## config.mk

```make
export PLATFORM = sky130hd
export DESIGN_NAME = proc_stream_driver_flat
export DESIGN_NICKNAME = d
export VERILOG_FILES = /design/src/rtl/proc_stream_driver_if.sv /design/src/rtl/proc_stream_driver.sv /design/src/flat_wrapper.sv
export SDC_FILE = /design/constraint.sdc
export NUM_CORES = 1
export LEC_CHECK = 0
export BUFFER_PORTS_ARGS = -buffer_cell sky130_fd_sc_hd__buf_4
export CAP_MARGIN = 0
export CORE_ASPECT_RATIO = 0.5
export CORE_MARGIN = 2
export CORE_UTILIZATION = 25
export DETAILED_ROUTE_END_ITERATION = 8
export GPL_ROUTABILITY_DRIVEN = 0
export PLACE_DENSITY = 0.5
export SETUP_SLACK_MARGIN = 0.02
export SLEW_MARGIN = 20
export SYNTH_ARGS = -nofsm -noshare
export SYNTH_HDL_FRONTEND = slang
export SYNTH_SLANG_ARGS = --single-unit
```

## constraint.sdc

```tcl
create_clock -name clk -period 3.4 [get_ports clk]
set_input_delay 0.17 -clock clk [delete_from_list [all_inputs] [get_ports clk]]
set_output_delay 0.17 -clock clk [all_outputs]
set_load 0.1 [all_outputs]
```

## src/rtl/proc_stream_driver_if.sv

```systemverilog
// Bus bundle between proc_stream_driver and its surroundings (PS/DMA streams,
// string_process_match proc_* port). "master" is the driver's view, "slave" the environment's.
interface proc_stream_driver_if;
    logic         cmd_go;
    logic [127:0] cfg_target_hash;
    logic [15:0]  cfg_str_len;
    logic [31:0]  s_data;
    logic         s_valid;
    logic         s_last;
    logic [1:0]   s_nbytes;
    logic         s_ready;
    logic         proc_start;
    logic [7:0]   proc_data;
    logic         proc_data_valid;
    logic         proc_last;
    logic [127:0] proc_target_hash;
    logic [15:0]  proc_str_len;
    logic         proc_match_char_next;
    logic         proc_done;
    logic         proc_match;
    logic [31:0]  proc_byte_pos;
    logic [7:0]   proc_match_char;
    logic [31:0]  r_data;
    logic         r_valid;
    logic         r_last;
    logic         r_ready;
    logic         busy;

    modport master (
        input  cmd_go, cfg_target_hash, cfg_str_len,
        input  s_data, s_valid, s_last, s_nbytes,
        output s_ready,
        output proc_start, proc_data, proc_data_valid, proc_last,
        output proc_target_hash, proc_str_len, proc_match_char_next,
        input  proc_done, proc_match, proc_byte_pos, proc_match_char,
        output r_data, r_valid, r_last,
        input  r_ready,
        output busy
    );

    modport slave (
        output cmd_go, cfg_target_hash, cfg_str_len,
        output s_data, s_valid, s_last, s_nbytes,
        input  s_ready,
        input  proc_start, proc_data, proc_data_valid, proc_last,
        input  proc_target_hash, proc_str_len, proc_match_char_next,
        output proc_done, proc_match, proc_byte_pos, proc_match_char,
        input  r_data, r_valid, r_last,
        output r_ready,
        input  busy
    );
endinterface

```

## src/rtl/proc_stream_driver.sv

```systemverilog
// Word-to-byte feeder and response packer for string_process_match.
// Optional macro DRIVER_TIMEOUT_EN enables the WAIT_DONE watchdog.
module proc_stream_driver #(
    parameter int MAX_STR_BYTES  = 55,
    parameter int DRAIN_CYCLES   = 66,
    parameter int TIMEOUT_CYCLES = 4096
) (
    input  logic                 clk,
    input  logic                 reset,
    proc_stream_driver_if.master bus
);
    localparam logic [2:0] S_IDLE  = 3'd0;
    localparam logic [2:0] S_FEED  = 3'd1;
    localparam logic [2:0] S_DRAIN = 3'd2;
    localparam logic [2:0] S_WAIT  = 3'd3;
    localparam logic [2:0] S_HDR   = 3'd4;
    localparam logic [2:0] S_POS   = 3'd5;
    localparam logic [2:0] S_CHR   = 3'd6;

    localparam int DRAIN_W = $clog2(DRAIN_CYCLES + 1);
    localparam int TMO_W   = $clog2(TIMEOUT_CYCLES + 1);
    localparam int CHR_W   = $clog2(MAX_STR_BYTES + 1);

    logic [2:0]         r_state;
    logic [127:0]       r_hash;
    logic [15:0]        r_len;
    logic               r_start;
    logic [31:0]        r_buf;
    logic [2:0]         r_cnt;
    logic               r_got_last;
    logic [DRAIN_W-1:0] r_drain;
    logic               r_match;
    logic [31:0]        r_pos;
    logic [31:0]        r_rsp_data;
    logic               r_rsp_valid;
    logic               r_rsp_last;
    logic [31:0]        r_acc;
    logic [CHR_W-1:0]   r_chr_rem;
    logic [1:0]         r_gcnt;
    logic [TMO_W-1:0]   r_tmo;
    logic               r_tflag;

    logic               w_tmo_en;
    logic               w_tmo_hit;
    logic               w_idle_go;
    logic               w_s_ready;
    logic               w_s_fire;
    logic               w_emit;
    logic [2:0]         w_k;
    logic               w_drain_done;
    logic [12:0]        w_len_chars;
    logic [CHR_W-1:0]   w_nchars;
    logic               w_rsp_fire;
    logic               w_gather;
    logic [31:0]        w_acc_next;

`ifdef DRIVER_TIMEOUT_EN
    assign w_tmo_en = 1'b1;
`else
    assign w_tmo_en = 1'b0;
`endif

    assign w_idle_go    = (r_state == S_IDLE) && bus.cmd_go && !reset;
    // A word may land while the buffer is still emitting its final byte, giving gap-free output.
    assign w_s_ready    = (r_state == S_FEED) && !r_got_last && (r_cnt <= 3'd1);
    assign w_s_fire     = w_s_ready && bus.s_valid;
    assign w_emit       = (r_state == S_FEED) && (r_cnt != 3'd0);
    assign w_k          = (bus.s_last && bus.s_nbytes != 2'd0) ? {1'b0, bus.s_nbytes} : 3'd4;
    assign w_drain_done = (r_state == S_DRAIN) && (r_drain == DRAIN_W'(DRAIN_CYCLES - 1));
    assign w_len_chars  = r_len[15:3];
    assign w_nchars     = (w_len_chars > 13'(MAX_STR_BYTES)) ? CHR_W'(MAX_STR_BYTES)
                                                              : w_len_chars[CHR_W-1:0];
    assign w_rsp_fire   = r_rsp_valid && bus.r_ready;
    assign w_gather     = (r_state == S_CHR) && !r_rsp_valid;
    assign w_tmo_hit    = w_tmo_en && (r_state == S_WAIT) && !bus.proc_done &&
                          (r_tmo == TMO_W'(TIMEOUT_CYCLES - 1));

    always_comb begin
        w_acc_next = r_acc;
        case (r_gcnt)
            2'd0:    w_acc_next[31:24] = bus.proc_match_char;
            2'd1:    w_acc_next[23:16] = bus.proc_match_char;
            2'd2:    w_acc_next[15:8]  = bus.proc_match_char;
            default: w_acc_next[7:0]   = bus.proc_match_char;
        endcase
    end

    always_ff @(posedge clk) begin
        if (reset || !w_tmo_en || r_state != S_WAIT) begin
            r_tmo <= '0;
        end else begin
            r_tmo <= r_tmo + TMO_W'(1);
        end
    end

    always_ff @(posedge clk) begin
        if (reset || w_idle_go) begin
            r_tflag <= 1'b0;
        end else if (w_tmo_hit) begin
            r_tflag <= 1'b1;
        end
    end

    always_ff @(posedge clk) begin
        if (reset) begin
            r_state     <= S_IDLE;
            r_hash      <= '0;
            r_len       <= '0;
            r_start     <= 1'b0;
            r_cnt       <= '0;
            r_got_last  <= 1'b0;
            r_drain     <= '0;
            r_rsp_data  <= '0;
            r_rsp_valid <= 1'b0;
            r_rsp_last  <= 1'b0;
            r_chr_rem   <= '0;
            r_gcnt      <= '0;
        end else begin
            r_start <= 1'b0;
            case (r_state)
                S_IDLE: begin
                    if (bus.cmd_go) begin
                        r_hash     <= bus.cfg_target_hash;
                        r_len      <= bus.cfg_str_len;
                        r_start    <= 1'b1;
                        r_cnt      <= '0;
                        r_got_last <= 1'b0;
                        r_state    <= S_FEED;
                    end
                end
                S_FEED: begin
                    if (w_s_fire) begin
                        r_buf      <= bus.s_data;
                        r_cnt      <= w_k;
                        r_got_last <= bus.s_last;
                    end else if (w_emit) begin
                        r_buf <= {r_buf[23:0], 8'h00};
                        r_cnt <= r_cnt - 3'd1;
                    end
                    if (r_got_last && r_cnt == 3'd1) begin
                        r_drain <= '0;
                        r_state <= S_DRAIN;
                    end
                end
                S_DRAIN: begin
                    if (w_drain_done) begin
                        r_state <= S_WAIT;
                    end else begin
                        r_drain <= r_drain + DRAIN_W'(1);
                    end
                end
                S_WAIT: begin
                    // Result is latched so the response words stay stable under backpressure.
                    if (bus.proc_done) begin
                        r_match     <= bus.proc_match;
                        r_pos       <= bus.proc_byte_pos;
                        r_rsp_data  <= {30'b0, r_tflag, bus.proc_match};
                        r_rsp_valid <= 1'b1;
                        r_rsp_last  <= 1'b0;
                        r_state     <= S_HDR;
                    end else if (w_tmo_hit) begin
                        r_rsp_data  <= 32'h0000_0002;
                        r_rsp_valid <= 1'b1;
                        r_rsp_last  <= 1'b0;
                        r_state     <= S_HDR;
                    end
                end
                S_HDR: begin
                    if (w_rsp_fire) begin
                        r_rsp_data <= r_tflag ? 32'hFFFF_FFFF : r_pos;
                        r_rsp_last <= r_tflag || !r_match || (w_nchars == '0);
                        r_state    <= S_POS;
                    end
                end
                S_POS: begin
                    if (w_rsp_fire) begin
                        r_rsp_valid <= 1'b0;
                        if (r_rsp_last) begin
                            r_rsp_last <= 1'b0;
                            r_state    <= S_IDLE;
                        end else begin
                            r_chr_rem <= w_nchars;
                            r_gcnt    <= '0;
                            r_acc     <= '0;
                            r_state   <= S_CHR;
                        end
                    end
                end
                S_CHR: begin
                    if (w_gather) begin
                        r_chr_rem <= r_chr_rem - CHR_W'(1);
                        if (r_gcnt == 2'd3 || r_chr_rem == CHR_W'(1)) begin
                            r_rsp_data  <= w_acc_next;
                            r_rsp_valid <= 1'b1;
                            r_rsp_last  <= (r_chr_rem == CHR_W'(1));
                            r_gcnt      <= '0;
                            r_acc       <= '0;
                        end else begin
                            r_acc  <= w_acc_next;
                            r_gcnt <= r_gcnt + 2'd1;
                        end
                    end else if (w_rsp_fire) begin
                        r_rsp_valid <= 1'b0;
                        if (r_rsp_last) begin
                            r_rsp_last <= 1'b0;
                            r_state    <= S_IDLE;
                        end
                    end
                end
                default: r_state <= S_IDLE;
            endcase
        end
    end

    assign bus.s_ready              = w_s_ready;
    assign bus.proc_start           = r_start;
    assign bus.proc_data            = w_emit ? r_buf[31:24] : 8'h00;
    assign bus.proc_data_valid      = w_emit;
    assign bus.proc_last            = w_drain_done;
    assign bus.proc_target_hash     = r_hash;
    assign bus.proc_str_len         = r_len;
    assign bus.proc_match_char_next = w_gather;
    assign bus.r_data               = r_rsp_data;
    assign bus.r_valid              = r_rsp_valid;
    assign bus.r_last               = r_rsp_last;
    assign bus.busy                 = (r_state != S_IDLE) || w_idle_go;
endmodule
```

## src/flat_wrapper.sv

```systemverilog
// flat-port wrapper written by rule: the top's interface ports become plain ports
module proc_stream_driver_flat 
#(
    parameter int MAX_STR_BYTES  = 55,
    parameter int DRAIN_CYCLES   = 66,
    parameter int TIMEOUT_CYCLES = 4096
)
  (clk, reset, bus_cmd_go, bus_cfg_target_hash, bus_cfg_str_len, bus_s_data, bus_s_valid, bus_s_last, bus_s_nbytes, bus_s_ready, bus_proc_start, bus_proc_data, bus_proc_data_valid, bus_proc_last, bus_proc_target_hash, bus_proc_str_len, bus_proc_match_char_next, bus_proc_done, bus_proc_match, bus_proc_byte_pos, bus_proc_match_char, bus_r_data, bus_r_valid, bus_r_last, bus_r_ready, bus_busy);
  proc_stream_driver_if bus_i ();
  input  logic clk;
  input  logic reset;
  input wire logic [$bits(bus_i.cmd_go)-1:0] bus_cmd_go;
  input wire logic [$bits(bus_i.cfg_target_hash)-1:0] bus_cfg_target_hash;
  input wire logic [$bits(bus_i.cfg_str_len)-1:0] bus_cfg_str_len;
  input wire logic [$bits(bus_i.s_data)-1:0] bus_s_data;
  input wire logic [$bits(bus_i.s_valid)-1:0] bus_s_valid;
  input wire logic [$bits(bus_i.s_last)-1:0] bus_s_last;
  input wire logic [$bits(bus_i.s_nbytes)-1:0] bus_s_nbytes;
  output wire logic [$bits(bus_i.s_ready)-1:0] bus_s_ready;
  output wire logic [$bits(bus_i.proc_start)-1:0] bus_proc_start;
  output wire logic [$bits(bus_i.proc_data)-1:0] bus_proc_data;
  output wire logic [$bits(bus_i.proc_data_valid)-1:0] bus_proc_data_valid;
  output wire logic [$bits(bus_i.proc_last)-1:0] bus_proc_last;
  output wire logic [$bits(bus_i.proc_target_hash)-1:0] bus_proc_target_hash;
  output wire logic [$bits(bus_i.proc_str_len)-1:0] bus_proc_str_len;
  output wire logic [$bits(bus_i.proc_match_char_next)-1:0] bus_proc_match_char_next;
  input wire logic [$bits(bus_i.proc_done)-1:0] bus_proc_done;
  input wire logic [$bits(bus_i.proc_match)-1:0] bus_proc_match;
  input wire logic [$bits(bus_i.proc_byte_pos)-1:0] bus_proc_byte_pos;
  input wire logic [$bits(bus_i.proc_match_char)-1:0] bus_proc_match_char;
  output wire logic [$bits(bus_i.r_data)-1:0] bus_r_data;
  output wire logic [$bits(bus_i.r_valid)-1:0] bus_r_valid;
  output wire logic [$bits(bus_i.r_last)-1:0] bus_r_last;
  input wire logic [$bits(bus_i.r_ready)-1:0] bus_r_ready;
  output wire logic [$bits(bus_i.busy)-1:0] bus_busy;
  assign bus_i.cmd_go = bus_cmd_go;
  assign bus_i.cfg_target_hash = bus_cfg_target_hash;
  assign bus_i.cfg_str_len = bus_cfg_str_len;
  assign bus_i.s_data = bus_s_data;
  assign bus_i.s_valid = bus_s_valid;
  assign bus_i.s_last = bus_s_last;
  assign bus_i.s_nbytes = bus_s_nbytes;
  assign bus_s_ready = bus_i.s_ready;
  assign bus_proc_start = bus_i.proc_start;
  assign bus_proc_data = bus_i.proc_data;
  assign bus_proc_data_valid = bus_i.proc_data_valid;
  assign bus_proc_last = bus_i.proc_last;
  assign bus_proc_target_hash = bus_i.proc_target_hash;
  assign bus_proc_str_len = bus_i.proc_str_len;
  assign bus_proc_match_char_next = bus_i.proc_match_char_next;
  assign bus_i.proc_done = bus_proc_done;
  assign bus_i.proc_match = bus_proc_match;
  assign bus_i.proc_byte_pos = bus_proc_byte_pos;
  assign bus_i.proc_match_char = bus_proc_match_char;
  assign bus_r_data = bus_i.r_data;
  assign bus_r_valid = bus_i.r_valid;
  assign bus_r_last = bus_i.r_last;
  assign bus_i.r_ready = bus_r_ready;
  assign bus_busy = bus_i.busy;
  proc_stream_driver #(.MAX_STR_BYTES(MAX_STR_BYTES), .DRAIN_CYCLES(DRAIN_CYCLES), .TIMEOUT_CYCLES(TIMEOUT_CYCLES)) u_core (.clk(clk), .reset(reset), .bus(bus_i));
endmodule
```

# ---- After elaboration in Yosys (flattened, before gate mapping)
# Cells that the tools add are included.
dict set report totals {
  ff_bits 298
  output_inout_bits 192
  elab_cells 158
  input_bits 226
}
dict set report op_classes {
  order_cmp 2
  mux 61
  n_eq_ne 28
  reduce_logical 45
  add_sub_neg 4
  bitwise_logic 2
}
# operator n
set ops {}
lappend ops {{$mux 32} 10}
lappend ops {{$pmux 32 s3} 1}
lappend ops {{$pmux 32 s2} 1}
lappend ops {{$mux 3} 14}
lappend ops {{$mux 8} 5}
lappend ops {{$mux 6} 4}
lappend ops {{$pmux 3 s7} 1}
lappend ops {{$ne 2x2->1 const B} 9}
lappend ops {{$reduce_and 3->1} 6}
lappend ops {{$mux 7} 2}
lappend ops {{$pmux 7 s2} 1}
lappend ops {{$gt 13x6->1 const B} 1}
lappend ops {{$mux 1} 12}
lappend ops {{$pmux 6 s2} 1}
lappend ops {{$reduce_bool 3->1} 4}
lappend ops {{$logic_and 1x1->1} 11}
lappend ops {{$ne 2x1->1 const B} 5}
lappend ops {{$reduce_and 5->1} 2}
lappend ops {{$reduce_bool 2->1} 5}
lappend ops {{$eq 3x3->1 const B} 3}
lappend ops {{$reduce_and 9->1} 1}
lappend ops {{$mux 2} 4}
lappend ops {{$reduce_and 4->1} 2}
lappend ops {{$add 7x1->7 const B} 1}
lappend ops {{27 further kinds} 36}

# ---- Logic depth before layout (Yosys ltp)
# Gate-level depths: netlist of the first run.
dict set report depth {
  ltp_word 6
  depth_mapped 9
  ltp_nobuf 7
}

# ---- Worst setup path before layout of the first run
# Ideal clock, no wire load.
dict set report synth_timing {
  path_kind {register -> register}
  startpoint {register u_core.r_state[0]}
  endpoint {register u_core.r_buf[0], enable pin}
  n_path_buf 0
  setup_slack_ns -3.227
  stages_incl_launch_ff 5
  t_arrival_ns 6.195
  t_required_ns 2.968
  setup_ns 0.432
  cell_sequence {dfxtp_1 or3b_2 nor4_1 nand2_1 a21oi_1}
}
dict set report synth_between {
  elab_chain_cells 6
  elab_cells_between_ends 7
  cone_classes {eq/ne (1); reduce/logical (6)}
}
# element line
set synth_rtl {}
lappend synth_rtl {{start, declared} proc_stream_driver.sv:24} ;# logic [2:0] r_state;
lappend synth_rtl {{start signal, assigned} proc_stream_driver.sv:106} ;# r_state <= S_IDLE;
lappend synth_rtl {{start signal, assigned} proc_stream_driver.sv:128} ;# r_state <= S_FEED;
lappend synth_rtl {{start signal, assigned} proc_stream_driver.sv:142} ;# r_state <= S_DRAIN;
lappend synth_rtl {{$eq 3x1->1} proc_stream_driver.sv:65} ;# assign w_s_ready = (r_state == S_FEED) && !r_got_last && (r_cnt <= 3'd1);
lappend synth_rtl {{$logic_and 1x1->1 (2 in series)} proc_stream_driver.sv:65}
lappend synth_rtl {{via bus_s_ready} flat_wrapper.sv:19} ;# output wire logic [$bits(bus_i.s_ready)-1:0] bus_s_ready;
lappend synth_rtl {{$logic_and 1x1->1} proc_stream_driver.sv:66} ;# assign w_s_fire = w_s_ready && bus.s_valid;
lappend synth_rtl {{$reduce_bool 2->1 (no source line)} -}
lappend synth_rtl {{$reduce_and 3->1 (no source line)} -}
lappend synth_rtl {{end signal, assigned} proc_stream_driver.sv:133} ;# r_buf <= bus.s_data;
lappend synth_rtl {{end signal, assigned} proc_stream_driver.sv:137} ;# r_buf <= {r_buf[23:0], 8'h00};
lappend synth_rtl {{end, declared} proc_stream_driver.sv:28} ;# logic [31:0] r_buf;
# The timed path passes the listed nets, and every way through them passes these cells.
# A chain may end at the register's enable or synchronous reset.

# ---- Worst setup path in the final report of the first run
dict set report layout_timing {
  startpoint {register u_core.r_state[0]}
  endpoint {output port bus_proc_data[4]}
}
dict set report layout_between {
  elab_chain_cells 3
}
# element line
set layout_rtl {}
lappend layout_rtl {{$eq 3x1->1} proc_stream_driver.sv:67} ;# assign w_emit = (r_state == S_FEED) && (r_cnt != 3'd0);
lappend layout_rtl {{$logic_and 1x1->1} proc_stream_driver.sv:67}
lappend layout_rtl {{$mux 8} proc_stream_driver.sv:217} ;# assign bus.proc_data = w_emit ? r_buf[31:24] : 8'h00;
lappend layout_rtl {{end, declared} flat_wrapper.sv:21} ;# output wire logic [$bits(bus_i.proc_data)-1:0] bus_proc_data;
# No other way between the ends.

==> results.cfg, run 1 <==
[status]
status = finished, final reports clean

[synthesis]
synth_top_area_share_pct = 33.83
synthCells = 1304
yosysTopAreaCell = dfxtp_1
synth_common_cells = 445 x nand2_1, 201 x dfxtp_1, 193 x a21oi_1
ys_dominant_reg_cell = dfxtp_1
yosys_warnings = 0
synth_nets = 1541
avgSynthCellArea_um2 = 9.121
yosysSeqAreaShare_pct = 58.32
synth_area_um2 = 11890
synth-seq-cells = 298
synth_edf_count = 97
synthArstFlopShare_pct = 0
synth_cell_types = 55
synth_most_common_cell = nand2_1
synth_area_leaders = dfxtp_1 34%, edfxtp_1 24%, nand2_1 14%

[cells_and_area]
layout.nets = 2134
multi_input_area_um2 = 4569
ff_latch_area_um2 = 6938
postLayoutCellArea_um2 = 18910
drive_gt1_share_pct = 26.41
layoutNonFillerInstCount = 2558
fill_cells = 4661
syn_to_final_growth_pct = 58.99
num_antenna_cells = 0

[pwr]
clkPwrFrac_pct = 25.9
power_mw = 13.74
irDropWorstVdd_mv = 0.3002
p_per_area_nw_per_um2 = 726.8
internal-power_mw = 7.643
seq_power_share_pct = 32.4
p_leak_nw = 7.648
swShare_pct = 44.39
p_switching_mw = 6.101
p_comb_share_pct = 41.7

[die]
die_h_um = 158.2
initial_utilization_pct = 25.37
io_pins = 418
rows = 56
design.core.area_um2 = 46880
die_w_um = 312.5
die-area_um2 = 49440

[cts]
cts_made_buffers = 34
cts_hold_buf = 212
cts_sinks = 298
cts_tree = built
clk_pin_slew_ns = 0.06
clkLatencyLatePin_ns = 0.51
root_buffer = clkbuf_16
cts_setup_buffers = 0
cts_resized = 0
clock_path_buffers = 3
htreeDepth = 2

[worst_setup_path]
arrival_ns = 2.66
startpoint_type = flop
crit_fanout = 23
worst_path_max_delay_cell = dfxtp_1
critical_path_class = reg -> out
required_ns = 3.23
cpMostUsedCell = buf_4
critPathMaxStageDelay_ns = 0.77
end_kind = primary output
path_cells = nor3b_1 > buf_4 > nand2b_1 > inv_1 > and2_1 > buf_4
cp_num_buf_inv = 3
crit_family = buffers and inverters

[drt]
vias_per_cell = 4.419
vias = 11304
drc = 0
firstDrtPassIters = 5
postRouteAntennaNets = 0
drt_iter0_drc = 701
wl_mm = 41.20
routedWlPerCell_um = 16.11

[sta]
clock.fmax_mhz = 353.3
tns_ns = 0
max_slew.worst_pin.slew_ns = 0.8023
drv_slew = 0
finalHoldViolations = 0
rsz0062_at_grt = false
setup_violations = 0
fin_crit_ns = 2.830
slew_headroom_pct = 46.51
finalCritPeriodShare_pct = 83.24
fin_skew_ns = 0.01773

[grt]
use_met1_pct = 19.06
grtUsageMet3_pct = 2.423
grt_usage_pct = 15.89
grt_max_degree = 110
top_usage_layer = met2
grt_pass1_vias = 11037
overflow = 0
antenna_found_initial = 0
grt_pass1_wl_mm = 62.41
met2_usage_pct = 29.17

[place]
dp.cells = 2287
place_area_um2 = 15720
portBuffers = 417
dp_hpwl_mm = 27.92

[worst_hold_path]
hp-class = in -> reg

[run]
cap_violations = 0
==> worst paths after layout <==
kind | depth (start not counted) | end | slack, ns | startpoint
worst min-delay path | 3 | u_core.r_acc[16] | 0.06 | bus_proc_match_char[0]
worst max register to register | 5 | u_core.r_acc[5] | 0.82 | u_core.r_state[0]
worst max-delay path | 6 | bus_proc_data[4] | 0.57 | u_core.r_state[0]
worst min register to register | 2 | u_core.bus.r_data[29] | 0.45 | u_core.bus.r_data[29]
==> power by group through the flow <==
| stage | clock network, mW | registers (mW) | logic [mW] |
|---|---|---|---|
| floorplan | 0 | 6.82 | 1.82 |
| global placement | 0 | 4.52 | 5.56 |
| detailed placement | 0 | 4.52 | 5.57 |
| CTS | 3.68 | 4.45 | 5.78 |
| global route | 3.84 | 4.51 | 6.05 |
| finish | 3.56 | 4.45 | 5.73 |
==> tightest hold or removal path, cell delays in order <==
cell and delay [ns]:
buf_4 0.11, mux2i_1 0.09, nor2_1 0.09
==> layout make-up <==
class / instances / share of cell area, %
Inverter: 13 / 0.2580
Sequential cell: 298 / 36.69
Multi-Input combinational cell: 898 / 24.16
Clock inverter: 9 / 0.4367
Timing Repair Buffer: 652 / 29.04
Clock buffer: 50 / 5.194
Tap cell: 638 / 4.221
==> layout by cell type (no fill, tap or decap), drive strengths merged, types with 3 or more instances in the layout <==
cell and n:
nand2 445, buf 440, dlygate4sd3 212, dfxtp 201
a21oi 194, edfxtp 97, clkbuf 50, nor2 47
mux2i 32, o2111ai 31, inv 15, nand3 14
and2 13, and3 12, ha 11, nor3 10
nor3b 8, xnor2 8, o21ai 8, a31oi 7
a211oi 6, nor4 5, clkinv 5, nand2b 4
o221ai 4, nor2b 4, and3b 3, o211ai 3
==> registers in the layout, indices dropped and copies added (netlist names), 2 cells and up <==
signal / flops
u_core.bus.proc_target_hash: 128
u_core.r_chr_rem: 6
u_core.r_buf: 32
u_core.bus.proc_str_len: 16
u_core.r_pos: 32
u_core.r_drain: 7
u_core.r_acc: 32
u_core.r_cnt: 3
u_core.r_state: 3
u_core.bus.r_data: 32
u_core.r_gcnt: 2
==> through the flow <==
| stage | setup slack, ns | util, % | hold WS (ns) |
|---|---|---|---|
| 6_report | 0.5698 | 40.34 | 0.05608 |
| 5_1_grt | 0.3707 | 40.34 | 0.06714 |
| 4_1_cts | 0.5167 | 40.34 | 0.03306 |
| 3_5_place_dp | 0.8474 | 33.54 | 0.3498 |
| 3_3_place_gp | 0.8708 | 33.54 | 0.3489 |
| 2_1_floorplan | 0.03067 | - | 0.2689 |
==> metal layers <==
layer  routed length [um]  share of wire [%]
met5                    0                  0
met4                 1214                2.9
met3                 1226                3.0
met1                17120                 42
met2                21650                 53
==> kinds of logic after synthesis <==
group | synth area share (%)
buffers and inverters | 3.713
flip-flops | 58.32
adder cells (fa/ha/maj) | 1.157
AND/OR/NAND/NOR | 20.16
AO/OA/AOI/OAI | 13.37
XOR/XNOR | 0.5891
multiplexers | 2.693
Power figures use the tool's default switching activity.
==> run 2: changes to the inputs <==
--- a/config.mk
+++ b/config.mk
@@ -5,6 +5,7 @@
 export SDC_FILE = /design/constraint.sdc
 export NUM_CORES = 1
 export LEC_CHECK = 0
+export ABC_AREA = 1
 export BUFFER_PORTS_ARGS = -buffer_cell sky130_fd_sc_hd__buf_4
 export CAP_MARGIN = 0
 export CORE_ASPECT_RATIO = 0.5
@@ -12,7 +13,7 @@
 export CORE_UTILIZATION = 25
 export DETAILED_ROUTE_END_ITERATION = 8
 export GPL_ROUTABILITY_DRIVEN = 0
-export PLACE_DENSITY = 0.5
+export PLACE_DENSITY = 0.48
 export SETUP_SLACK_MARGIN = 0.02
 export SLEW_MARGIN = 20
 export SYNTH_ARGS = -nofsm -noshare
==> constraint.sdc (replaced) <==
create_clock -name clk -period 2.9 [get_ports clk]
set_input_delay 0.145 -clock clk [delete_from_list [all_inputs] [get_ports clk]]
set_output_delay 0.145 -clock clk [all_outputs]
set_load 0.1 [all_outputs]
==> run 2 against run 1 <==
  * Power grew 27%
  * Flip-flop and latch count is the same
  * Global-route usage grew 0.24 points
  * Synthesized area grew 3.8%
  * Synthesized cell count grew 14%
  * First-iteration DRC count grew 0.57%
  * Critical endpoint is now bus_busy
  * Count of clock-buffer cells in the layout shrank 5
  * Die area grew 3.7%
  * Final area grew 1.4%
  * Sequential power grew 22%
==> results.cfg, run 2 <==
[status]
status = finished, final reports clean

[worst_hold_path]
hp-start = bus_proc_match_char[7]
hp-class = in -> reg

[worst_setup_path]
crit_fanout = 121
r2r_start = u_core.r_state[2]
cp-startpoint = u_core.r_state[2]
startpoint_type = flop
critical_path_class = reg -> out
end_kind = primary output
arrival_ns = 2.52
required_ns = 2.76

[drt]
firstDrtPassIters = 5
drc = 0
wl_mm = 43.45
routedWlPerCell_um = 15.86
vias_per_cell = 4.398
drt_iter0_drc = 705
postRouteAntennaNets = 0
vias = 12047

[sta]
rsz0062_at_grt = false
clock.fmax_mhz = 375.8
finalHoldViolations = 0
fin_skew_ns = 0.02378
fin_ws_ns = 0.2389
setup_violations = 0
tns_ns = 0
whs_ns = 0.1117
drv_slew = 0
max_slew.worst_pin.slew_ns = 0.9190
finalCritPeriodShare_pct = 91.76
fin_crit_ns = 2.661
slew_headroom_pct = 38.64

[synthesis]
synth_area_leaders = dfxtp_1 33%, edfxtp_1 24%, nand2_1 11%
yosysTopAreaCell = dfxtp_1
synth_nets = 1720
synth_area_um2 = 12350
synth_most_common_cell = nand2_1
synth_common_cells = 366 x nand2_1, 201 x dfxtp_1, 178 x nand3_1
synth_top_area_share_pct = 32.59
synth_cell_types = 38
yosysSeqAreaShare_pct = 56.18
avgSynthCellArea_um2 = 8.326
synth_edf_count = 97
ys_dominant_reg_cell = dfxtp_1
synthCells = 1483
synthArstFlopShare_pct = 0
yosys_warnings = 0
synth-seq-cells = 298

[cells_and_area]
layoutNonFillerInstCount = 2739
layout.nets = 2304
syn_to_final_growth_pct = 55.26
multi_input_area_um2 = 4688
final_cell_mix = 429 x buf_4, 365 x nand2_1, 217 x dlygate4sd3_1, 201 x dfxtp_1, 178 x nand3_1
fin_util_pct = 39.42
ff_latch_area_um2 = 6937
drive_gt1_share_pct = 25.02
num_antenna_cells = 0
fill_cells = 4954
largest_register_ffs = 128
postLayoutCellArea_um2 = 19170
final_common_cell = buf_4

[cts]
htreeDepth = 1
cts_resized = 0
root_buffer = clkbuf_16
cts_sinks = 298
clock_path_buffers = 3
cts_tree = built
cts_made_buffers = 31
clk_pin_slew_ns = 0.06
clkLatencyLatePin_ns = 0.58

[die]
die-area_um2 = 51290
die_h_um = 161.2
io_pins = 418
rows = 57
design.core.area_um2 = 48640
die_w_um = 318.3
initial_utilization_pct = 25.39

[grt]
grtUsageMet3_pct = 1.831
top_usage_layer = met2
antenna_found_initial = 0
use_met1_pct = 20.40
grt_max_degree = 122
grt_pass1_vias = 11993
overflow = 0
grt_pass1_wl_mm = 66.91
grt_usage_pct = 16.14
met2_usage_pct = 28.60

[pwr]
power_mw = 17.48
p_per_area_nw_per_um2 = 911.6
p_leak_nw = 8.082
irDropWorstVdd_mv = 0.4403

[place]
post-place-ws_ns = 0.7568
dp_hpwl_mm = 29.04
portBuffers = 417
place_area_um2 = 16040
dp.cells = 2466

[run]
cap_violations = 0
run 2: cell count changes in the layout (fill, tap and decap cells not counted), sizes merged, moves of 31 or more:
cell	before	now
nand3	14	182
nor2	47	147
nand2	445	368
inv	15	77
o21ai	8	65
mux2i	32	0
or2	1	32
run 2: worst max-delay path: stages (launching register included):
cell and delay (ns):
dfxtp_1 0.41, nor3_2 0.41, buf_12 0.50, o21ai_0 0.25, buf_4 0.30
run 2: worst paths after layout:
check / end / slack, ns / depth (start not counted)
worst max-delay path: bus_busy / 0.24 / 4
worst min register to register: u_core.bus.proc_target_hash[102] / 0.46 / 2
worst max register to register: u_core.r_got_last / 0.50 / 8
worst min-delay path: u_core.r_acc[15] / 0.11 / 5
run 2: cell families after synthesis:
group                      count (synthesis)  synth area share [%]
DFF                                      298                 56.18
adders and majority gates                 11                 1.115
buffers and inverters                    176                 6.191
AOI/OAI and AO/OA                        243                 10.05
xor gates and xnor gates                   7                0.4965
and+or+nand+nor                          748                 25.97
run 2: cell type report:
type                            count  share of cell area [%]
Clock inverter                     11                  0.4634
Timing Repair Buffer              651                   28.65
Multi-Input combinational cell   1009                   24.45
Inverter                           76                   1.488
Sequential cell                   298                   36.18
Clock buffer                       45                   4.529
Tap cell                          649                   4.235
run 2: layer usage:
metal / up-vias / routed length, um
li1: 6062 / -
met1: 5736 / 18740
met2: 163 / 22180
met3: 86 / 977
met4: 0 / 1546
met5: - / 0
run 2: repair_timing:
item                                    in CTS  in global routing
hold buffers                               217                  0
endpoints found under the hold margin      216                  0
setup buffers                                0                  0
endpoints found under the setup margin       0                  0
run 2: power breakdown:
part | internal [mW] | total, mW | switching, mW
Sequential | 5.04 | 5.43 | 0.391
Combinational | 1.88 | 8.15 | 6.27
Clock | 2.16 | 3.90 | 1.74
Total | 9.08 | 17.5 | 8.40
